**src/rtl/bpu_pkg.sv**
```systemverilog
// Shared types and constants for the overriding branch-predictor pipe.
package bpu_pkg;
  localparam int BPU_STAGES  = 3;
  localparam int BPU_VADDR_W = 39;
  localparam int BPU_PW      = 4;
  localparam int BPU_IDX_W   = 5;
  localparam int BPU_META_W  = 32;
  localparam int BPU_SW      = $clog2(BPU_STAGES);

  localparam logic [BPU_VADDR_W-1:0] RESET_PC = 39'h00_8000_0000;

  typedef logic [BPU_SW-1:0] bpu_stage_t;

  typedef struct packed {
    logic [BPU_VADDR_W-1:0]           start;
    logic [BPU_VADDR_W-1:0]           target;
    logic [BPU_PW-1:0]                size;
    logic                             taken;
    logic [BPU_IDX_W-1:0]             idx;
    logic [BPU_STAGES*BPU_META_W-1:0] meta;
  } BpuStageEntry;
endpackage

```
**src/rtl/bpu_override_arb.sv**
```systemverilog
// Override picker: the oldest (highest) overriding stage wins.
module bpu_override_arb
  import bpu_pkg::*;
#(
  parameter int N = BPU_STAGES
) (
  input  logic [N-1:0] i_ovr,
  output logic         o_any,
  output bpu_stage_t   o_idx
);
  always_comb begin
    o_any = |i_ovr;
    o_idx = '0;
    for (int s = 0; s < N; s++)
      if (i_ovr[s]) o_idx = bpu_stage_t'(s);
  end
endmodule

```
**src/rtl/bpu_override_pipe.sv**
```systemverilog
// N-stage overriding predictor pipe: owns the fetch PC,
// arbitrates overrides and delivers final-stage meta.
module bpu_override_pipe #(
  parameter int STAGES  = bpu_pkg::BPU_STAGES,
  parameter int VADDR_W = bpu_pkg::BPU_VADDR_W,
  parameter int PW      = bpu_pkg::BPU_PW,
  parameter int IDX_W   = bpu_pkg::BPU_IDX_W,
  parameter int META_W  = bpu_pkg::BPU_META_W,
  parameter logic [VADDR_W-1:0] RESET_PC = bpu_pkg::RESET_PC
) (
  input  logic                       clk,
  input  logic                       rst,
  input  logic                       flush_i,
  input  logic [VADDR_W-1:0]         flush_pc_i,
  input  logic                       stall_i,
  input  logic [STAGES-1:0]          ready_i,
  input  logic [IDX_W-1:0]           fsq_idx_i,
  input  logic [STAGES*VADDR_W-1:0]  pred_target_i,
  input  logic [STAGES*PW-1:0]       pred_size_i,
  input  logic [STAGES-1:0]          pred_taken_i,
  input  logic [STAGES*META_W-1:0]   pred_meta_i,
  output logic [VADDR_W-1:0]         pc_o,
  output logic [STAGES-1:0]          stage_valid_o,
  output logic [STAGES*VADDR_W-1:0]  stage_pc_o,
  output logic                       fsq_en_o,
  output logic                       fsq_redirect_o,
  output logic [$clog2(STAGES)-1:0]  fsq_stage_o,
  output logic [VADDR_W-1:0]         fsq_start_o,
  output logic [VADDR_W-1:0]         fsq_target_o,
  output logic [PW-1:0]              fsq_size_o,
  output logic                       fsq_taken_o,
  output logic [IDX_W-1:0]           fsq_ridx_o,
  output logic                       last_en_o,
  output logic [IDX_W-1:0]           last_idx_o,
  output logic [STAGES*META_W-1:0]   last_meta_o
);
  import bpu_pkg::*;

  logic               w_stall;
  logic               w_adv;
  logic               w_any;
  bpu_stage_t         w_k;
  bpu_stage_t         w_sel;
  logic [STAGES-1:0]  w_vld;
  logic [STAGES-1:0]  w_ovr;
  logic [VADDR_W-1:0] r_pc;
  BpuStageEntry       w_held [STAGES];
  BpuStageEntry       w_cor  [STAGES];
  BpuStageEntry       w_out;

  assign w_stall = stall_i | ~&ready_i;
  assign w_adv   = ~w_stall & ~flush_i;

  // Stage 0 is the combinational fast predictor looking at pc_o.
  assign w_vld[0]  = 1'b1;
  assign w_held[0] = '{start:  r_pc,
                       target: '0,
                       size:   '0,
                       taken:  1'b0,
                       idx:    fsq_idx_i,
                       meta:   '0};

  always_comb begin
    for (int s = 0; s < STAGES; s++) begin
      w_cor[s]        = w_held[s];
      w_cor[s].target = pred_target_i[s*VADDR_W +: VADDR_W];
      w_cor[s].size   = pred_size_i[s*PW +: PW];
      w_cor[s].taken  = pred_taken_i[s];
      w_cor[s].meta[s*META_W +: META_W] =
        pred_meta_i[s*META_W +: META_W];
    end
  end

  always_comb begin
    w_ovr = '0;
    for (int s = 1; s < STAGES; s++)
      w_ovr[s] = w_vld[s] &
        ((w_cor[s].target != w_held[s].target) |
         (w_cor[s].taken  != w_held[s].taken));
  end

  bpu_override_arb #(.N(STAGES)) u_arb (
    .i_ovr (w_ovr),
    .o_any (w_any),
    .o_idx (w_k)
  );

  assign w_sel = w_any ? w_k : '0;
  assign w_out = w_cor[w_sel];

  always_ff @(posedge clk or posedge rst) begin
    if (rst)          r_pc <= RESET_PC;
    else if (flush_i) r_pc <= flush_pc_i;
    else if (w_adv)   r_pc <= w_out.target;
  end

  for (genvar s = 1; s < STAGES; s++) begin : g_stg
    BpuStageEntry r_ent;
    logic         r_vld;
    logic         w_keep;

    // Blocks younger than the overriding stage are squashed.
    assign w_keep = ~w_any | (int'(w_k) <= s - 1);

    always_ff @(posedge clk or posedge rst) begin
      if (rst) begin
        r_ent <= '0;
        r_vld <= 1'b0;
      end else if (flush_i) begin
        r_vld <= 1'b0;
      end else if (w_adv) begin
        r_ent <= w_cor[s-1];
        r_vld <= w_vld[s-1] & w_keep;
      end
    end

    assign w_held[s] = r_ent;
    assign w_vld[s]  = r_vld;
  end

  always_comb begin
    stage_pc_o = '0;
    for (int s = 0; s < STAGES; s++)
      stage_pc_o[s*VADDR_W +: VADDR_W] = w_held[s].start;
  end

  assign pc_o           = r_pc;
  assign stage_valid_o  = w_vld & {{(STAGES-1){1'b1}}, ~rst};
  assign fsq_en_o       = w_adv & ~rst;
  assign fsq_redirect_o = w_any & ~flush_i & ~rst;
  assign fsq_stage_o    = w_sel;
  assign fsq_start_o    = w_out.start;
  assign fsq_target_o   = w_out.target;
  assign fsq_size_o     = w_out.size;
  assign fsq_taken_o    = w_out.taken;
  assign fsq_ridx_o     = w_any ? w_out.idx : '0;
  assign last_en_o      = w_vld[STAGES-1] & w_adv & ~rst;
  assign last_idx_o     = w_held[STAGES-1].idx;
  assign last_meta_o    = w_cor[STAGES-1].meta;
endmodule

```
**config.mk**
```make
export PLATFORM = sky130hd
export DESIGN_NAME = bpu_override_pipe
export DESIGN_NICKNAME = d
export VERILOG_FILES = /design/src/rtl/bpu_pkg.sv /design/src/rtl/bpu_override_arb.sv /design/src/rtl/bpu_override_pipe.sv
export SDC_FILE = /design/constraint.sdc
export NUM_CORES = 1
export LEC_CHECK = 0
export CORE_AREA = 2 2 244 246
export DETAILED_ROUTE_END_ITERATION = 10
export DIE_AREA = 0 0 246 248
export GPL_TIMING_DRIVEN = 0
export PLACE_DENSITY_LB_ADDON = 0.3
export SYNTH_ARGS = -nofsm -noshare
export SYNTH_HDL_FRONTEND = slang
export SYNTH_SLANG_ARGS = --single-unit
```
**constraint.sdc**
```tcl
create_clock -name clk -period 30.9 [get_ports clk]
set_input_delay 6.18 -clock clk [delete_from_list [all_inputs] [get_ports clk]]
set_output_delay 6.18 -clock clk [all_outputs]
set_load 0.1 [all_outputs]
```
# Word-level counts from Yosys, hierarchy flattened
# Cells that the tools add are included.
# classes
n_lt_le_gt_ge	3
n_eq_ne	4
n_mux	13
bitwise_logic	20
n_reduce_logical	5
# ops
operator	n
$bmux W184 S2	1
$mux W184	2
$mux W39	2
$ne A39 B39 Y1	2
$and A1 B1 Y1	9
$mux W1	5
$mux W5	1
$or A1 B1 Y1	5
$le A2 B1 Y1 const B	2
$mux W2	2
$not A1 Y1	4
$and A3 B3 Y3	1
$ge A3 B3 Y1 const B	1
$not A2 Y3	1
$reduce_and A3 Y1	1
$ne A1 B1 Y1	2
$reduce_and A2 Y1	1
$reduce_bool A2 Y1	1
$reduce_or A2 Y1	1
$logic_not A1 Y1	1
# word_totals
regBits	305
input_bits	279

# Logic depth before layout (Yosys ltp)
# Gate-level depths: netlist (run 1).
# depth
word_depth	12
ltp_mapped	9
depth_no_buf	7

# Hierarchy
# From an unflattened synthesis (run 1), not the netlist that was laid out.
# hier_totals
hier_cells	1922
hier_area_um2	16397.0
# by_module_without_submodules
module	n_inst	cells_each	area_each_um2	seq_area_each_um2
bpu_override_pipe	1	1919	16377.0	7633.6
bpu_override_arb	1	3	20.0	0.0

# Worst setup path after synthesis (run 1)
# OpenSTA, ideal clock, no wires.
# synth_timing
kind	input-to-output
start	input port rst
end	output port last_en_o
arrival_time_ns	14.539
required_time_ns	24.720
slack_ns	10.181
path_stages	2
path_cell_list	inv_1 -> and3_1
# synth_via
elab_chain_cells	2
# synth_lines
element	line_no	text
start, declared	bpu_override_pipe.sv:12	input logic rst,
$not A1 Y1	bpu_override_pipe.sv:137	assign last_en_o = w_vld[STAGES-1] & w_adv & ~rst;
$and A1 B1 Y1	bpu_override_pipe.sv:137	
end, declared	bpu_override_pipe.sv:33	output logic last_en_o,
# Every way passes these cells.

# Final worst setup path (run 1)
# layout_timing
start	input port pred_target_i[46]
end	output port fsq_start_o[5]
# layout_via
elab_chain_cells	10
# layout_lines
element	line_no	text
start, declared	bpu_override_pipe.sv:18	input logic [STAGES*VADDR_W-1:0] pred_target_i,
$ne A39 B39 Y1 *	bpu_override_pipe.sv:78	((w_cor[s].target != w_held[s].target) |
$or A1 B1 Y1 *	bpu_override_pipe.sv:78	
$and A1 B1 Y1 *	bpu_override_pipe.sv:77	w_ovr[s] = w_vld[s] &
$mux W1	bpu_override_arb.sv:15	if (i_ovr[s]) o_idx = bpu_stage_t'(s);
$mux W2	bpu_override_arb.sv:15	
$mux W2 *	bpu_override_pipe.sv:88	assign w_sel = w_any ? w_k : '0;
$not A2 Y3 (implied by the code) *	bpu_override_pipe.sv:89	assign w_out = w_cor[w_sel];
$bmux W184 S2 *	bpu_override_pipe.sv:89	
$mux W184 (implied by the code) * (2 in a row)	bpu_override_pipe.sv:89	
end, declared	bpu_override_pipe.sv:28	output logic [VADDR_W-1:0] fsq_start_o,
# Mark *: on every way between the ends. The rest lies on a longest branch, timed or not. The select of a mux whose other input is x is not followed.

==> results.py, run 1 <==
metrics = {
    "run_status": {
        "status": "complete, no violations",
    },
    "final_layout": {
        "layout.nets": 2923,
        "fillers": 5856,
        "final_common_cell": "nand2_1",
        "register_area_um2": 7630,
        "final_layout_size_suffix_gt1_share_pct": 11.4,
        "most-common-layout-cells": "nand2_1 (835), clkdlybuf4s50_1 (599), dfrtp_1 (304)",
        "area_delta_synth_final_pct": 50.8,
        "multi_input_area_um2": 6570,
    },
    "floorplan": {
        "start_util_pct": 27.9,
        "fp.coreArea_um2": 58500,
        "die_area_um2": 61000,
        "num_rows": 89,
        "die_w_um": 246,
        "die_h_um": 248,
        "io_pins": 632,
    },
    "placed_design": {
        "place_ws_ns": 13.89,
        "dpl.hpwl_mm": 62.0,
        "gp_congestion": 0.947,
        "portBuffers": 599,
    },
    "setup_path": {
        "r2r_cells": 7,
        "cp_num_buf_inv": 4,
        "crit_family": "buffers and inverters",
        "r2r-end": "pc_o[8]",
        "worstPathArrival_ns": 10.85,
        "rrSetupSlack_ns": 27.39,
        "cp-start-kind": "input pin",
        "rr_startpoint": "g_stg[1].r_ent[113]",
        "end_kind": "primary output",
        "cpPeakStageDelay_ns": 1.20,
        "worstPathMaxFanout": 10,
        "criticalPathCategory": "input pin to primary output",
        "path_cells": "clkdlybuf4s50_1 > xor2_1 > nor4_1 > nand4_1 > o31ai_2 > buf_4 > buf_4 > mux2i_1 > a21oi_1 > clkdlybuf4s50_1",
        "worstPathRequired_ns": 24.72,
        "crit_slowest_cell": "clkdlybuf4s50_1",
    },
    "sta": {
        "rsz0062_at_grt": "no",
        "fin_ws_ns": 13.87,
        "hold_viol": 0,
        "fin_crit_sh_pct": 55.1,
        "holdWs_ns": 0.467,
        "drv_slew": 0,
        "setup_viol": 0,
        "fin_tns_setup_ns": 0,
        "relSlewSlack_pct": 25.2,
        "fmax_mhz": 58.7,
        "finalClockSkew_ns": 0.0219,
        "finalCriticalPeriod_ns": 17.03,
        "worstMarginPinSlew_ns": 1.12,
    },
    "route": {
        "drc_errors": 0,
        "firstDrtPassIters": 5,
        "via_per_inst": 4.60,
        "drt_wl_total_mm": 77.0,
        "drt_iter0_markers": 1215,
        "post_drt_wl_per_cell_um": 22.3,
        "drtAntennaViolNets": 0,
        "vias": 15900,
    },
    "clock_network": {
        "cts_buffers": 38,
        "cts_hold_buf": 0,
        "cts_buffer_depth": 3,
        "cts_setup_buffers": 0,
        "cts_sinks": 305,
        "cts.clk_slew.worst_paths_ns": 0.06,
        "cts_resized": 0,
        "cts_root_buf": "clkbuf_16",
        "ctsHtreeMaxLevel": 2,
        "cts_tree": "built",
        "clk_latency_ns": 0.55,
    },
    "min_path": {
        "holdCritPathClass": "flop to flop",
        "hold_depth": 2,
        "hp-start": "g_stg[1].r_ent[2]",
        "whs_endpoint": "last_meta_o[2]",
    },
    "logic_synthesis": {
        "syn_inst": 2003,
        "netlist_area_um2": 16300,
        "synth-main-ff-cell": "dfrtp_1",
        "synth_fp_nets": 2282,
        "synthArstFlopShare_pct": 100,
        "synth-edff-count": 0,
        "syn_avg_cell_area_um2": 8.15,
        "ys_seq_area_share_pct": 46.8,
        "ys.warnings.count": 0,
        "synth-seq-cells": 305,
        "synth.distinct_cells": 28,
    },
    "pwr": {
        "powerDensity_nw_per_um2": 75.3,
        "p_leak_nw": 12.4,
        "peakVddDrop_uv": 52.1,
    },
    "global_routing": {
        "grt_max_degree": 117,
        "grt_pass1_vias": 15700,
        "grt.overflow.total": 0,
        "grt_use_total_pct": 24.5,
        "antenna_found_initial": 13,
        "grt_pass1_wl_mm": 109,
    },
    "run": {
        "maxCapViolCount": 0,
    },
}
final cells by class:
cell class                 count  area share, %
buffer                       332           8.57
multi-input combinational   1364           26.7
tap                          773           3.93
inverter                       2         0.0610
sequential                   305           31.0
antenna                        8         0.0813
timing repair buffer         601           24.6
clock inverter                 9          0.401
clock buffer                  57           4.69
metal layers:
| layer | track usage [%] | part of all wire (%) |
|---|---|---|
| met5 | 0 | 0.084 |
| met4 | 8.22 | 2.8 |
| met3 | 4.30 | 5.6 |
| met2 | 40.8 | 49 |
| met1 | 32.2 | 43 |
Yosys cell counts (2+ instances only):
cell type,n,area (µm²)
nor2_1,165,619
xor2_1,78,683
o31ai_1,39,293
buf_1,8,30.0
a21oi_1,84,420
nor4_1,19,119
dfrtp_1,304,7610
nand2_1,835,3130
clkbuf_1,86,323
a22o_1,5,43.8
nand4_1,5,31.3
nand3_1,2,10.0
buf_2,12,60.1
buf_4,226,1700
a22oi_1,39,293
xnor2_1,2,17.5
mux2i_1,83,831
flip-flops by register name, summed over array words and instances (netlist names):
name / count
pc_o: 39
last_meta_o: 64
g_stg.r_vld: 2
last_idx_o: 5
g_stg.r_ent: 117
stage_pc_o: 78
logic make-up after synthesis:
group / count (synthesis) / synth area share [%]
compound gates: 171 / 6.71
buf+inv: 334 / 13.0
mux: 83 / 5.09
flops: 305 / 46.8
xor+xnor: 80 / 4.29
simple gates: 1030 / 24.2
stage by stage:
stage	total power [W]	cell area, µm²	cells	utilization, %
after floorplan	0.00118	16300	2003	-
after global placement	0.00140	23300	3375	39.8
after detailed placement	0.00141	23300	3377	39.9
after CTS	0.00187	24600	3443	42.1
after global routing	0.00192	24600	3451	42.1
final	0.00185	24600	3451	42.1
worst reg2reg max path, delay by kind of cell (launching register included):
kind,cells,cell delay (ns)
mux,1,0.65
simple gates,2,1.03
compound gates,2,0.64
xor+xnor,1,0.19
flops,1,0.39
buf+inv,1,0.44
how the worst max path moves through the flow:
stage	start	endpoint	slack (ns)	cells after the start
2_1_floorplan	rst	last_en_o	10.18	2
3_3_place_gp	rst	stage_valid_o[0]	6.37	3
3_5_place_dp	pred_target_i[46]	fsq_start_o[5]	13.89	10
4_1_cts	pred_target_i[46]	fsq_start_o[5]	13.88	10
5_1_grt	pred_target_i[46]	fsq_target_o[37]	13.77	9
6_report	pred_target_i[46]	fsq_start_o[5]	13.87	10
power breakdown:
part,internal [W],total (W),switching (W)
clock,0.000267,0.000451,0.000185
combinational,0.000238,0.000857,0.000620
sequential,0.000476,0.000545,0.0000689
total,0.000981,0.00185,0.000873
No activity file was read; power rests on OpenSTA's default activity.
==> inputs of run 2 (changes only) <==
- CORE_AREA: 2 2 244 246 -> 2 2 245 247
- DIE_AREA: 0 0 246 248 -> 0 0 247 249
- clock period: 30.9 -> 15.1 ns (I/O delays scaled with it)
==> run 2 against run 1 <==
First-iteration DRC count shrank 2.3%. Highest routed layer unchanged. Clock skew decreased by 0.0020 ns. Design area is 0.11% higher. Core utilization fell by 0.12 points. Global-route usage is 0.36 points higher. Hold slack worse by 0.0078 ns. Worst setup slack lost 9.6 ns. Cell count about the same. Combinational power is 110% higher.
==> results.py, run 2 (same netlist as run 1, synthesis figures left out) <==
metrics = {
    "clock_network": {
        "cts_setup_buffers": 0,
        "cts_buffers": 40,
        "ctsHtreeMaxLevel": 2,
        "cts_hold_buf": 0,
        "cts_sinks": 305,
        "cts_buffer_depth": 3,
        "cts_resized": 0,
        "cts_root_buf": "clkbuf_16",
        "clk_latency_ns": 0.56,
        "cts.clk_slew.worst_paths_ns": 0.06,
        "cts_tree": "built",
    },
    "global_routing": {
        "grt_max_degree": 130,
        "grt_use_total_pct": 24.9,
        "antenna_found_initial": 17,
        "grt_pass1_wl_mm": 111,
        "grt.overflow.total": 0,
        "grt_pass1_vias": 15900,
    },
    "placed_design": {
        "place_inst": 3377,
        "gp_congestion": 0.956,
        "portBuffers": 599,
        "dpl.hpwl_mm": 61.8,
    },
    "route": {
        "via_per_inst": 4.61,
        "drt_wl_total_mm": 77.7,
        "firstDrtPassIters": 5,
        "drt_iter0_markers": 1187,
        "post_drt_wl_per_cell_um": 22.5,
        "drtAntennaViolNets": 0,
        "vias": 15900,
        "drc_errors": 0,
    },
    "final_layout": {
        "finalNonFillerCells": 3454,
        "largest_reg_flops": 117,
        "final_common_cell": "nand2_1",
        "top_register": "g_stg.r_ent",
        "most-common-layout-cells": "nand2_1 (835), clkdlybuf4s50_1 (599), dfrtp_1 (304)",
        "final_layout_size_suffix_gt1_share_pct": 11.4,
        "area_delta_synth_final_pct": 51.0,
        "layout.nets": 2925,
    },
    "sta": {
        "holdWs_ns": 0.459,
        "finalClockSkew_ns": 0.0200,
        "worstMarginPinSlew_ns": 1.14,
        "setup_viol": 0,
        "hold_viol": 0,
        "fin_crit_sh_pct": 71.5,
        "drv_slew": 0,
        "finalCriticalPeriod_ns": 10.79,
        "fmax_mhz": 92.7,
        "rsz0062_at_grt": "no",
        "relSlewSlack_pct": 23.5,
    },
    "run_status": {
        "status": "complete, no violations",
    },
    "setup_path": {
        "worstPathRequired_ns": 12.08,
        "worstPathMaxFanout": 10,
        "cp-start-kind": "input pin",
        "criticalPathCategory": "input pin to primary output",
        "end_kind": "primary output",
        "worstPathArrival_ns": 7.77,
    },
    "floorplan": {
        "die_area_um2": 61500,
        "die_w_um": 247,
        "num_rows": 89,
        "io_pins": 632,
        "start_util_pct": 27.8,
        "die_h_um": 249,
        "fp.coreArea_um2": 58700,
    },
    "pwr": {
        "p_leak_nw": 12.4,
        "peakVddDrop_uv": 105,
        "powerDensity_nw_per_um2": 155,
    },
    "run": {
        "maxCapViolCount": 0,
    },
    "min_path": {
        "holdCritPathClass": "flop to flop",
    },
}
[run 2: cell types whose count changed in the layout (fill, tap and decap cells not counted), sizes merged]
cell	before	now
bufinv	1	2
clkbuf	143	141
clkinv	7	6
clkinvlp	1	3
diode	8	11
[run 2: power by group]
group          switching [W]  internal [W]  total, W  leakage (nW)
Clock               0.000380      0.000566  0.000946         0.622
Combinational        0.00127      0.000487   0.00176          7.90
Sequential          0.000142      0.000975   0.00112          3.91
[run 2: worst paths after layout]
path / start / end / slack (ns) / cells past startpoint
worst max-delay path: pred_target_i[46] / fsq_target_o[37] / 4.31 / 9
worst min-delay path: g_stg[1].r_ent[28] / last_meta_o[28] / 0.46 / 2
worst max register to register: g_stg[2].r_ent[131] / pc_o[5] / 11.68 / 9
worst min register to register: g_stg[1].r_ent[28] / last_meta_o[28] / 0.46 / 2
max in group asynchronous: rst / g_stg[1].r_ent[123] / 10.34 / 4
min in group asynchronous: rst / last_idx_o[2] / 3.18 / 2
[run 2: worst max-delay path, cell delays in order]
cell and delay [ns]:
clkdlybuf4s50_1 0.55, xor2_1 0.26, nor4_1 0.80, nand4_1 0.28, o31ai_2 0.38, buf_2 0.46
mux2i_1 0.28, a21oi_1 0.50, clkdlybuf4s50_1 1.23
[run 2: cell type report]
cell class / count / area, µm²
Antenna cell: 11 / 27.5
Timing Repair Buffer: 601 / 6050
Multi-Input combinational cell: 1364 / 6570
Clock inverter: 11 / 113
Tap cell: 773 / 967
Fill cell: 5794 / 34000
Inverter: 2 / 15.0
Sequential cell: 305 / 7630
Buffer: 332 / 2110
Clock buffer: 55 / 1160
[run 2: layer usage]
layer	track usage, %	vias to the layer above	share of wire, %
met5	0	-	0.13
met3	4.61	123	6.1
li1	-	7451	-
met1	32.5	7770	42
met2	41.1	571	48
met4	8.62	16	3.1
[run 2: metrics by stage]
| step | setup WS (ns) | TNS (ns) | area [µm²] | total power (W) | util (%) |
|---|---|---|---|---|---|
| after floorplan | 0.701 | 0 | 16300 | 0.00241 | - |
| after global placement | -3.27 | -294.95 | 23300 | 0.00287 | 39.7 |
| after detailed placement | 4.31 | 0 | 23300 | 0.00289 | 39.8 |
| after CTS | 4.29 | 0 | 24600 | 0.00385 | 42.0 |
| after global routing | 4.22 | 0 | 24600 | 0.00396 | 42.0 |
| final | 4.31 | 0 | 24600 | 0.00382 | 42.0 |
==> inputs of run 3 (changes only) <==
- clock period: 15.1 -> 9.5 ns (I/O delays scaled with it)
==> run 3 against run 2 <==
Sequential power rose by 57%. Register-to-register slack got worse by 5.9 ns. Highest routed layer unchanged. Core utilization rose by 0.096 points. Critical path depth rose by 1. Critical endpoint is now fsq_target_o[1].
==> results.py, run 3 (same netlist as run 1, synthesis figures left out) <==
metrics = {
    "run_status": {
        "status": "complete, no violations",
    },
    "pwr": {
        "p_leak_nw": 12.4,
        "net-switching-power_w": 0.00281,
        "pwr-share-seq_pct": 29.4,
        "intPower_w": 0.00319,
        "p_clk_share_pct": 24.3,
        "peakVddDrop_uv": 148,
        "powerDensity_nw_per_um2": 243,
        "pwr-share-comb_pct": 46.3,
        "swShare_pct": 46.8,
    },
    "final_layout": {
        "largest_reg_flops": 117,
        "multi_input_area_um2": 6570,
        "area_delta_synth_final_pct": 51.3,
        "layout.nets": 2929,
        "final_layout_size_suffix_gt1_share_pct": 11.7,
        "register_area_um2": 7630,
        "stdcell_area_um2": 24700,
        "fillers": 5860,
        "top_register": "g_stg.r_ent",
        "final_util_pct": 42.1,
        "final_common_cell": "nand2_1",
        "most-common-layout-cells": "nand2_1 (835), clkdlybuf4s50_1 (599), dfrtp_1 (304)",
    },
    "clock_network": {
        "cts_sinks": 305,
        "cts_tree": "built",
        "cts_setup_buffers": 0,
        "cts_hold_buf": 0,
        "cts_resized": 0,
        "ctsHtreeMaxLevel": 2,
        "clk_latency_ns": 0.55,
        "cts_root_buf": "clkbuf_16",
        "cts.clk_slew.worst_paths_ns": 0.06,
        "cts_buffers": 38,
        "cts_buffer_depth": 3,
    },
    "route": {
        "drt_iter0_markers": 1001,
        "via_per_inst": 4.59,
        "drt_wl_total_mm": 75.0,
        "drtAntennaViolNets": 0,
        "post_drt_wl_per_cell_um": 21.7,
        "drc_errors": 0,
        "vias": 15900,
        "firstDrtPassIters": 6,
    },
    "setup_path": {
        "worstPathMaxFanout": 10,
        "worstPathArrival_ns": 6.57,
        "criticalPathCategory": "input pin to primary output",
        "worstPathRequired_ns": 7.60,
        "end_kind": "primary output",
        "cp-start-kind": "input pin",
    },
    "floorplan": {
        "die_area_um2": 61500,
        "start_util_pct": 27.8,
        "die_w_um": 247,
        "die_h_um": 249,
        "io_pins": 632,
        "num_rows": 89,
        "fp.coreArea_um2": 58700,
    },
    "global_routing": {
        "antenna_found_initial": 20,
        "grt_pass1_wl_mm": 107,
        "grt_util_met2_pct": 41.6,
        "grt.overflow.total": 0,
        "met1_usage_pct": 28.7,
        "grt_max_degree": 43,
        "use_met3_pct": 5.88,
        "grt_use_total_pct": 23.8,
        "busiest_layer": "met2",
        "grt_pass1_vias": 16200,
    },
    "sta": {
        "fmax_mhz": 118,
        "fin_ws_ns": 1.03,
        "rsz0062_at_grt": "no",
        "finalCriticalPeriod_ns": 8.47,
        "fin_crit_sh_pct": 89.2,
        "holdWs_ns": 0.468,
        "setup_viol": 0,
        "fin_tns_setup_ns": 0,
        "relSlewSlack_pct": 20.4,
        "drv_slew": 0,
        "worstMarginPinSlew_ns": 1.19,
        "finalClockSkew_ns": 0.0183,
        "hold_viol": 0,
    },
    "placed_design": {
        "gp_congestion": 0.902,
        "dpl.hpwl_mm": 59.6,
        "portBuffers": 599,
        "postPlaceCellArea_um2": 23500,
        "place_ws_ns": 0.972,
    },
    "min_path": {
        "holdCritPathClass": "flop to flop",
    },
    "run": {
        "maxCapViolCount": 0,
    },
}
==> run 3: changes by cell type in the layout (fill, tap and decap cells not counted), sizes merged <==
cell,delta
diode,-5
clkinvlp,+4
clkinv,-1
buf,+6
clkbuf,-3
==> run 3: power by group through the flow <==
| stage | logic (W) | registers (W) | clock network [W] |
|---|---|---|---|
| finish | 0.00278 | 0.00176 | 0.00145 |
| global route | 0.00289 | 0.00180 | 0.00154 |
| CTS | 0.00279 | 0.00176 | 0.00150 |
| detailed placement | 0.00279 | 0.00178 | 0 |
| global placement | 0.00277 | 0.00178 | 0 |
| floorplan | 0.00199 | 0.00184 | 0 |
==> run 3: routing by layer <==
metal	share of wire (%)	vias to the layer above
met5	0.22	-
met4	3.0	26
met3	6.9	124
met2	49	617
met1	41	7643
li1	-	7450
==> run 3: cell type report <==
cell class | instances | area share, %
Antenna cell | 6 | 0.0608
Timing Repair Buffer | 607 | 24.9
Sequential cell | 305 | 30.9
Clock inverter | 14 | 0.577
Inverter | 2 | 0.0456
Buffer | 332 | 8.54
Tap cell | 773 | 3.92
Clock buffer | 52 | 4.43
Multi-Input combinational cell | 1364 | 26.6
==> run 3: final timing paths <==
path / startpoint / end / slack [ns] / depth (start not counted)
max in group asynchronous: rst / pc_o[17] / 6.43 / 5
min: g_stg[1].r_ent[21] / last_meta_o[21] / 0.47 / 2
min in group asynchronous: rst / stage_pc_o[107] / 1.91 / 2
min reg2reg: g_stg[1].r_ent[21] / last_meta_o[21] / 0.47 / 2
max reg2reg: g_stg[2].r_ent[101] / pc_o[0] / 5.75 / 9
max: pred_target_i[94] / fsq_target_o[1] / 1.03 / 10
==> run 3: through the flow <==
stage	power [W]	instances
after floorplan	0.00383	2003
after global placement	0.00454	3375
after detailed placement	0.00457	3383
after CTS	0.00605	3449
after global routing	0.00623	3451
final	0.00599	3455
==> run 3: worst max-delay path, stage by stage <==
cell and delay (ns):
clkdlybuf4s50_1 0.59, xor2_1 0.23, nor4_1 0.32, nand4_1 0.25, o31ai_4 0.79, buf_2 0.38, clkbuf_1 0.63, nor2_1 0.08
a21oi_1 0.14, clkdlybuf4s50_1 1.23
